--- src/rtl/uart_rx_framer.sv ---
// UART receiver feeding a byte+last FIFO: 8N1 by default, 8E1 when UART_RX_PARITY_EN is defined.
// Each byte is staged until the next byte arrives (last=0) or IDLE_BITS idle bit-times pass (last=1).
module uart_rx_framer #(
  parameter int BAUD_DIV  = 868,
  parameter int IDLE_BITS = 16
) (
  input  logic       clk,
  input  logic       rst,
  input  logic       rx,
  input  logic       fifo_full,
  output logic       fifo_wr_en,
  output logic [7:0] fifo_din,
  output logic       fifo_din_last,
  output logic       frame_err,
  output logic       parity_err,
  output logic       overrun,
  output logic       busy
);

  localparam int CNT_W = $clog2(BAUD_DIV);
  localparam int TMR_W = $clog2(IDLE_BITS * BAUD_DIV + 1);

  localparam logic [CNT_W-1:0] CNT_HALF = CNT_W'(BAUD_DIV / 2 - 1);
  localparam logic [CNT_W-1:0] CNT_LAST = CNT_W'(BAUD_DIV - 1);
  localparam logic [TMR_W-1:0] TMR_TERM = TMR_W'(IDLE_BITS * BAUD_DIV);
  localparam logic [TMR_W-1:0] TMR_PRE  = TMR_W'(IDLE_BITS * BAUD_DIV - 1);

  localparam logic [2:0] ST_IDLE  = 3'd0;
  localparam logic [2:0] ST_START = 3'd1;
  localparam logic [2:0] ST_DATA  = 3'd2;
  localparam logic [2:0] ST_STOP  = 3'd3;
  localparam logic [2:0] ST_BREAK = 3'd4;
`ifdef UART_RX_PARITY_EN
  localparam logic [2:0] ST_PARITY     = 3'd5;
  localparam logic [2:0] ST_AFTER_DATA = ST_PARITY;
`else
  localparam logic [2:0] ST_AFTER_DATA = ST_STOP;
`endif

  logic             rx_meta_q, rx_s_q;
  logic [2:0]       state_q, state_d;
  logic [CNT_W-1:0] cnt_q, cnt_d;
  logic [2:0]       bit_idx_q, bit_idx_d;
  logic [7:0]       shift_q, shift_d;
  logic [7:0]       stage_byte_q, stage_byte_d;
  logic             stage_valid_q, stage_valid_d;
  logic [TMR_W-1:0] timer_q, timer_d;
  logic             wr_en_q, wr_en_d;
  logic [7:0]       din_q, din_d;
  logic             last_q, last_d;
  logic             frame_err_q, frame_err_d;
  logic             overrun_q, overrun_d;
  logic             busy_q, busy_d;
  logic             byte_ok, frame_bad, timeout, push, push_last;
`ifdef UART_RX_PARITY_EN
  logic             par_err_q, par_err_d;
  logic             parity_err_q, par_bad;
`endif

  // Receive FSM: counter restarts on every sample so each bit is sampled mid-cell.
  always_comb begin
    // NOTE: every next-state signal takes a default first, so no path can infer a latch.
    state_d   = state_q;
    cnt_d     = cnt_q + 1'b1;
    bit_idx_d = bit_idx_q;
    shift_d   = shift_q;
    byte_ok   = 1'b0;
    frame_bad = 1'b0;
`ifdef UART_RX_PARITY_EN
    par_err_d = par_err_q;
    par_bad   = 1'b0;
`endif
    case (state_q)
      ST_IDLE: begin
        cnt_d = '0;
        if (!rx_s_q) state_d = ST_START;
      end
      ST_START: begin
        if (cnt_q == CNT_HALF) begin
          cnt_d     = '0;
          bit_idx_d = '0;
          state_d   = rx_s_q ? ST_IDLE : ST_DATA;
        end
      end
      ST_DATA: begin
        if (cnt_q == CNT_LAST) begin
          cnt_d     = '0;
          shift_d   = {rx_s_q, shift_q[7:1]};
          bit_idx_d = bit_idx_q + 1'b1;
          if (bit_idx_q == 3'd7) state_d = ST_AFTER_DATA;
        end
      end
`ifdef UART_RX_PARITY_EN
      ST_PARITY: begin
        if (cnt_q == CNT_LAST) begin
          cnt_d     = '0;
          par_err_d = ^{shift_q, rx_s_q};
          state_d   = ST_STOP;
        end
      end
`endif
      ST_STOP: begin
        if (cnt_q == CNT_LAST) begin
          cnt_d = '0;
          if (!rx_s_q) begin
            frame_bad = 1'b1;
            state_d   = ST_BREAK;
          end
`ifdef UART_RX_PARITY_EN
          else if (par_err_q) begin
            par_bad = 1'b1;
            state_d = ST_IDLE;
          end
`endif
          else begin
            byte_ok = 1'b1;
            state_d = ST_IDLE;
          end
        end
      end
      ST_BREAK: begin
        cnt_d = '0;
        if (rx_s_q) state_d = ST_IDLE;
      end
      default: begin
        cnt_d   = '0;
        state_d = ST_IDLE;
      end
    endcase
  end

  // Staging, idle timer and the single FIFO push port.
  always_comb begin
    stage_byte_d  = stage_byte_q;
    stage_valid_d = stage_valid_q;
    push          = 1'b0;
    push_last     = 1'b0;

    if (state_q != ST_IDLE)       timer_d = '0;
    else if (timer_q != TMR_TERM) timer_d = timer_q + 1'b1;
    else                          timer_d = timer_q;
    timeout = (state_q == ST_IDLE) && (timer_q == TMR_PRE);

    if (byte_ok) begin
      push          = stage_valid_q;
      stage_byte_d  = shift_q;
      stage_valid_d = 1'b1;
    end else if (timeout && stage_valid_q) begin
      push          = 1'b1;
      push_last     = 1'b1;
      stage_valid_d = 1'b0;
    end

    wr_en_d   = push && !fifo_full;
    overrun_d = push && fifo_full;
    din_d     = din_q;
    last_d    = last_q;
    if (push && !fifo_full) begin
      din_d  = stage_byte_q;
      last_d = push_last;
    end
    frame_err_d = frame_bad;
    busy_d      = (state_d != ST_IDLE);
  end

  always_ff @(posedge clk or posedge rst) begin
    if (rst) begin
      rx_meta_q     <= 1'b1;
      rx_s_q        <= 1'b1;
      state_q       <= ST_IDLE;
      cnt_q         <= '0;
      bit_idx_q     <= '0;
      shift_q       <= '0;
      stage_byte_q  <= '0;
      stage_valid_q <= 1'b0;
      timer_q       <= '0;
      wr_en_q       <= 1'b0;
      din_q         <= '0;
      last_q        <= 1'b0;
      frame_err_q   <= 1'b0;
      overrun_q     <= 1'b0;
      busy_q        <= 1'b0;
`ifdef UART_RX_PARITY_EN
      par_err_q     <= 1'b0;
      parity_err_q  <= 1'b0;
`endif
    end else begin
      // NOTE: registers update with non-blocking assignments so every flop sees pre-edge values.
      rx_meta_q     <= rx;
      rx_s_q        <= rx_meta_q;
      state_q       <= state_d;
      cnt_q         <= cnt_d;
      bit_idx_q     <= bit_idx_d;
      shift_q       <= shift_d;
      stage_byte_q  <= stage_byte_d;
      stage_valid_q <= stage_valid_d;
      timer_q       <= timer_d;
      wr_en_q       <= wr_en_d;
      din_q         <= din_d;
      last_q        <= last_d;
      frame_err_q   <= frame_err_d;
      overrun_q     <= overrun_d;
      busy_q        <= busy_d;
`ifdef UART_RX_PARITY_EN
      par_err_q     <= par_err_d;
      parity_err_q  <= par_bad;
`endif
    end
  end

  assign fifo_wr_en    = wr_en_q;
  assign fifo_din      = din_q;
  assign fifo_din_last = last_q;
  assign frame_err     = frame_err_q;
  assign overrun       = overrun_q;
  assign busy          = busy_q;
`ifdef UART_RX_PARITY_EN
  assign parity_err    = parity_err_q;
`else
  assign parity_err    = 1'b0;
`endif

endmodule

--- config.mk ---
export PLATFORM = sky130hd
export DESIGN_NAME = uart_rx_framer
export DESIGN_NICKNAME = d
export VERILOG_FILES = /design/src/rtl/uart_rx_framer.sv
export SDC_FILE = /design/constraint.sdc
export NUM_CORES = 1
export LEC_CHECK = 0
export CAP_MARGIN = 10
export CELL_PAD_IN_SITES_DETAIL_PLACEMENT = 0
export CELL_PAD_IN_SITES_GLOBAL_PLACEMENT = 2
export CORE_ASPECT_RATIO = 1.5
export CORE_MARGIN = 2
export CORE_UTILIZATION = 43
export DETAILED_ROUTE_END_ITERATION = 16
export PLACE_DENSITY = 0.87
export SLEW_MARGIN = 0
export SYNTH_ARGS = -nofsm -noshare
export SYNTH_HDL_FRONTEND = slang
export SYNTH_SLANG_ARGS = --single-unit
export TNS_END_PERCENT = 50
--- constraint.sdc ---
create_clock -name clk -period 3.68 [get_ports clk]
set_input_delay 0.736 -clock clk [delete_from_list [all_inputs] [get_ports clk]]
set_output_delay 0.736 -clock clk [all_outputs]
set_load 0.02 [all_outputs]
==> results.md <==
* Status: finished, final reports clean
* Final hold vios at 0
* Core area at 6759 um2
* Power per cell area at 407.3 nW/um2
* Worst-path clk slew at approximately 70 ps
* Post-synthesis mux area share at 10.50%
* Main combinational cell family by area after synthesis: simple AND/OR/NAND/NOR gates
* P_leak at ~1.5 nW
* Critical-path top delay cell: nor3b_2
* Hold Path Depth at 0
* Syn nets at 266
* Die Y at 105.5 um
* Antenna violations before repair at 0
* Post-synth ARST share at 100.0%
* Min-delay worst type: flip-flop to flip-flop
* Seq pwr share at 50.1%
* Fmax at 0.4433 GHz
* Area after DPL at roughly 3100 um2
* RSZ-0062 raised after global routing: no
* Post-CTS Setup Inserts at 0
* Commonest cells in the netlist: dfrtp_1 (60), nor2_1 (24), mux2_2 (16), xor2_1 (15)
* Layout Area Growth over Synthesis at 13.46%
* DRT Pass-1 Iters at 4
* DRC viols at 0
* Via density at 5.375
* CP Class: flip-flop to flip-flop
* Cells after Synth at roughly 260
* Pint at 1.072 mW
* Post-synth EDFFs at 0
* Full die area at roughly 7600 um2
* Total grt overflow at 0
* Worst-Margin Slew at around 610 ps
* Compound-gate portion of the synthesized area at 5.334%
* Worst path top cell family by delay: simple AND/OR/NAND/NOR gates
* Slew margin rel. at roughly three fifths
* Arrival @ worst endpoint at roughly 2500 ps
* Clk network pwr share at 48.4%
* Avg WL per Cell at 14.76 um
* CP Depth at 4
* I/O Buffers at 16
* Post-synthesis xor/xnor area fraction at 5.334%
* Top cells by area, synth: dfrtp_1 (51%), mux2_2 (6.1%), xor2_1 (4.4%)
* Max-slew violation count at 0
* CP cell instances: nor3b_2 -> nand4_2 -> a21o_1 -> mux2_4
* Cell Area, Synth at 2955 um2
* Global Route Usage Sum at 15.62%
* Nets at 279
* First-pass GRT wire length at 9094 um
* HPWL Detailed at approximately 3500 um
* Synth cell types at 46
* Crit path capture type: flip-flop
* Final setup viols at 0
* Clock Tree Buf Depth at 2
* Simple-gate portion of the synthesized area at about a fifth
* ANT cells at 0
* DR iter-0 viols at between 90 and 100
* Starting density of the core at 43.72%
* Area fraction of the dominant cell type after synthesis at 50.80%
* Crit path time final at 2256 ps
* Worst Skew at 14.06 ps
* GP Congestion at 0.7646
* CTS H-Tree Depth at 3
* Synthesized-area fraction occupied by adder cells at 2.540%
* Predominant post-synthesis flop cell: dfrtp_1
* Vias in the first global route at roughly 2,000
* Comb power frac at under 10%
* Synthesized area per cell at about 12 um2
* Max VDD drop at 226.9 uV
* Largest area contributor in the netlist: dfrtp_1
* Antenna-violating nets left at 0
* Switching Share at 21.53%
* CTS tree: done
* Die Wd at 71.69 um
* Post-CTS Resized at 0
* I/O pin total at 18
* Row count at 37
* DR vias at 1,892
* Warnings, synthesis at 0
* CP max FO at 11
* Startpoint types: flip-flop
* Largest net degree at the start of global routing at 63
* Design Area, Final at around 3400 um2
* Clk Latency, worst-skew pair at around 350 ps
* Clk root buf: clkbuf_8
* Clk sinks at 62
* P_sw at just under 0.3 mW
* Cell with the most instances after synthesis: dfrtp_1
* Sequential area share after synthesis at 52.58%
* Final worst path period share at 61.30%
* CP Data Required Time at 3910 ps
* Max Cap Viol at 0
* Post-Route WL at 5197 um
* Layout cells sized above 1 at 17.52%
* WP buf/inv at 0
* Synth Register Bits at 62
* Slowest cell delay on critical path at 560 ps
* CTS buffer count at 9
* Hold Buf Count CTS at 0
* R2R depth at 4
* Final TNS setup at 0 ps
==> registers in the layout (all words and copies together) (netlist names) <==
name	cells
shift_q	8
fifo_din	8
rx_s_q	1
state_q	3
busy	1
fifo_wr_en	1
timer_q	14
fifo_din_last	1
stage_valid_q	1
cnt_q	10
bit_idx_q	3
rx_meta_q	1
stage_byte_q	8
frame_err	1
overrun	1
==> final timing paths <==
kind | start | to | slack, ps
setup / recovery | cnt_q[2] | fifo_din[5] | 1420
hold / removal | rx_meta_q | rx_s_q | 360
setup reg to reg | cnt_q[2] | fifo_din[5] | 1420
hold reg to reg | rx_meta_q | rx_s_q | 360
max in group asynchronous | rst | rx_meta_q | 2610
min in group asynchronous | rst | fifo_din[4] | 770
==> worst register-to-register path: stages (launching register included) <==
cell and delay (ps):
dfrtp_1 430, nor3b_2 560, nand4_2 390, a21o_1 420, mux2_4 350
==> final cells by class <==
| type | count | area [um2] |
|---|---|---|
| clock buffer | 9 | 123.9 |
| clock inverter | 7 | 98.84 |
| fill | 604 | 3406 |
| inverter | 8 | 30.03 |
| multi-input combinational | 171 | 1269 |
| sequential | 62 | 1554 |
| tap | 78 | 97.59 |
| timing repair buffer | 17 | 180.2 |
==> routing by layer <==
layer / track usage [%] / routed length (um)
met4: 8.086 / 138
met2: 25.33 / 2617
met1: 18.22 / 2257
met5: 0 / 0
met3: 4.971 / 183
==> through the flow <==
stage	worst slack (ps)	cells	power, mW	util (%)	hold WS [ps]
global route	1241	352	1.422	49.61	363.9
CTS	1404	352	1.386	49.61	357.4
global placement	1449	336	0.7188	46.32	346.0
floorplan	1406	256	0.7093	-	345.2
detailed placement	1407	336	0.7189	46.32	346.8
finish	1424	352	1.366	49.61	356.6
==> power groups by stage <==
stage,combinational [mW],sequential (mW),clock [mW]
global placement,0.0211,0.698,0
CTS,0.0213,0.684,0.680
finish,0.0200,0.685,0.661
global route,0.0234,0.684,0.714
floorplan,0.0123,0.697,0
detailed placement,0.0213,0.698,0
==> layout by cell type, fill, tap and decap left out, drive strengths merged, types with 3 or more instances in the layout <==
| cell | instances |
|---|---|
| a21oi | 7 |
| and2 | 5 |
| and3 | 4 |
| and4 | 4 |
| and4b | 3 |
| clkbuf | 9 |
| clkdlybuf4s50 | 16 |
| clkinv | 4 |
| dfrtp | 60 |
| ha | 6 |
| inv | 8 |
| mux2 | 24 |
| nand2 | 12 |
| nand2b | 4 |
| nand3 | 12 |
| nand4 | 9 |
| nor2 | 24 |
| nor3b | 4 |
| nor4 | 3 |
| o21ai | 8 |
| or3 | 3 |
| xnor2 | 3 |
| xor2 | 15 |
==> cell families after synthesis <==
group                      count (synthesis)
xor gates and xnor gates                  18
DFF                                       62
muxes                                     25
buffers and inverters                     23
adders and majority gates                  6
AOI/OAI and AO/OA                         25
and+or+nand+nor                           96
other                                      1
No activity file was read; power rests on OpenSTA's default activity.
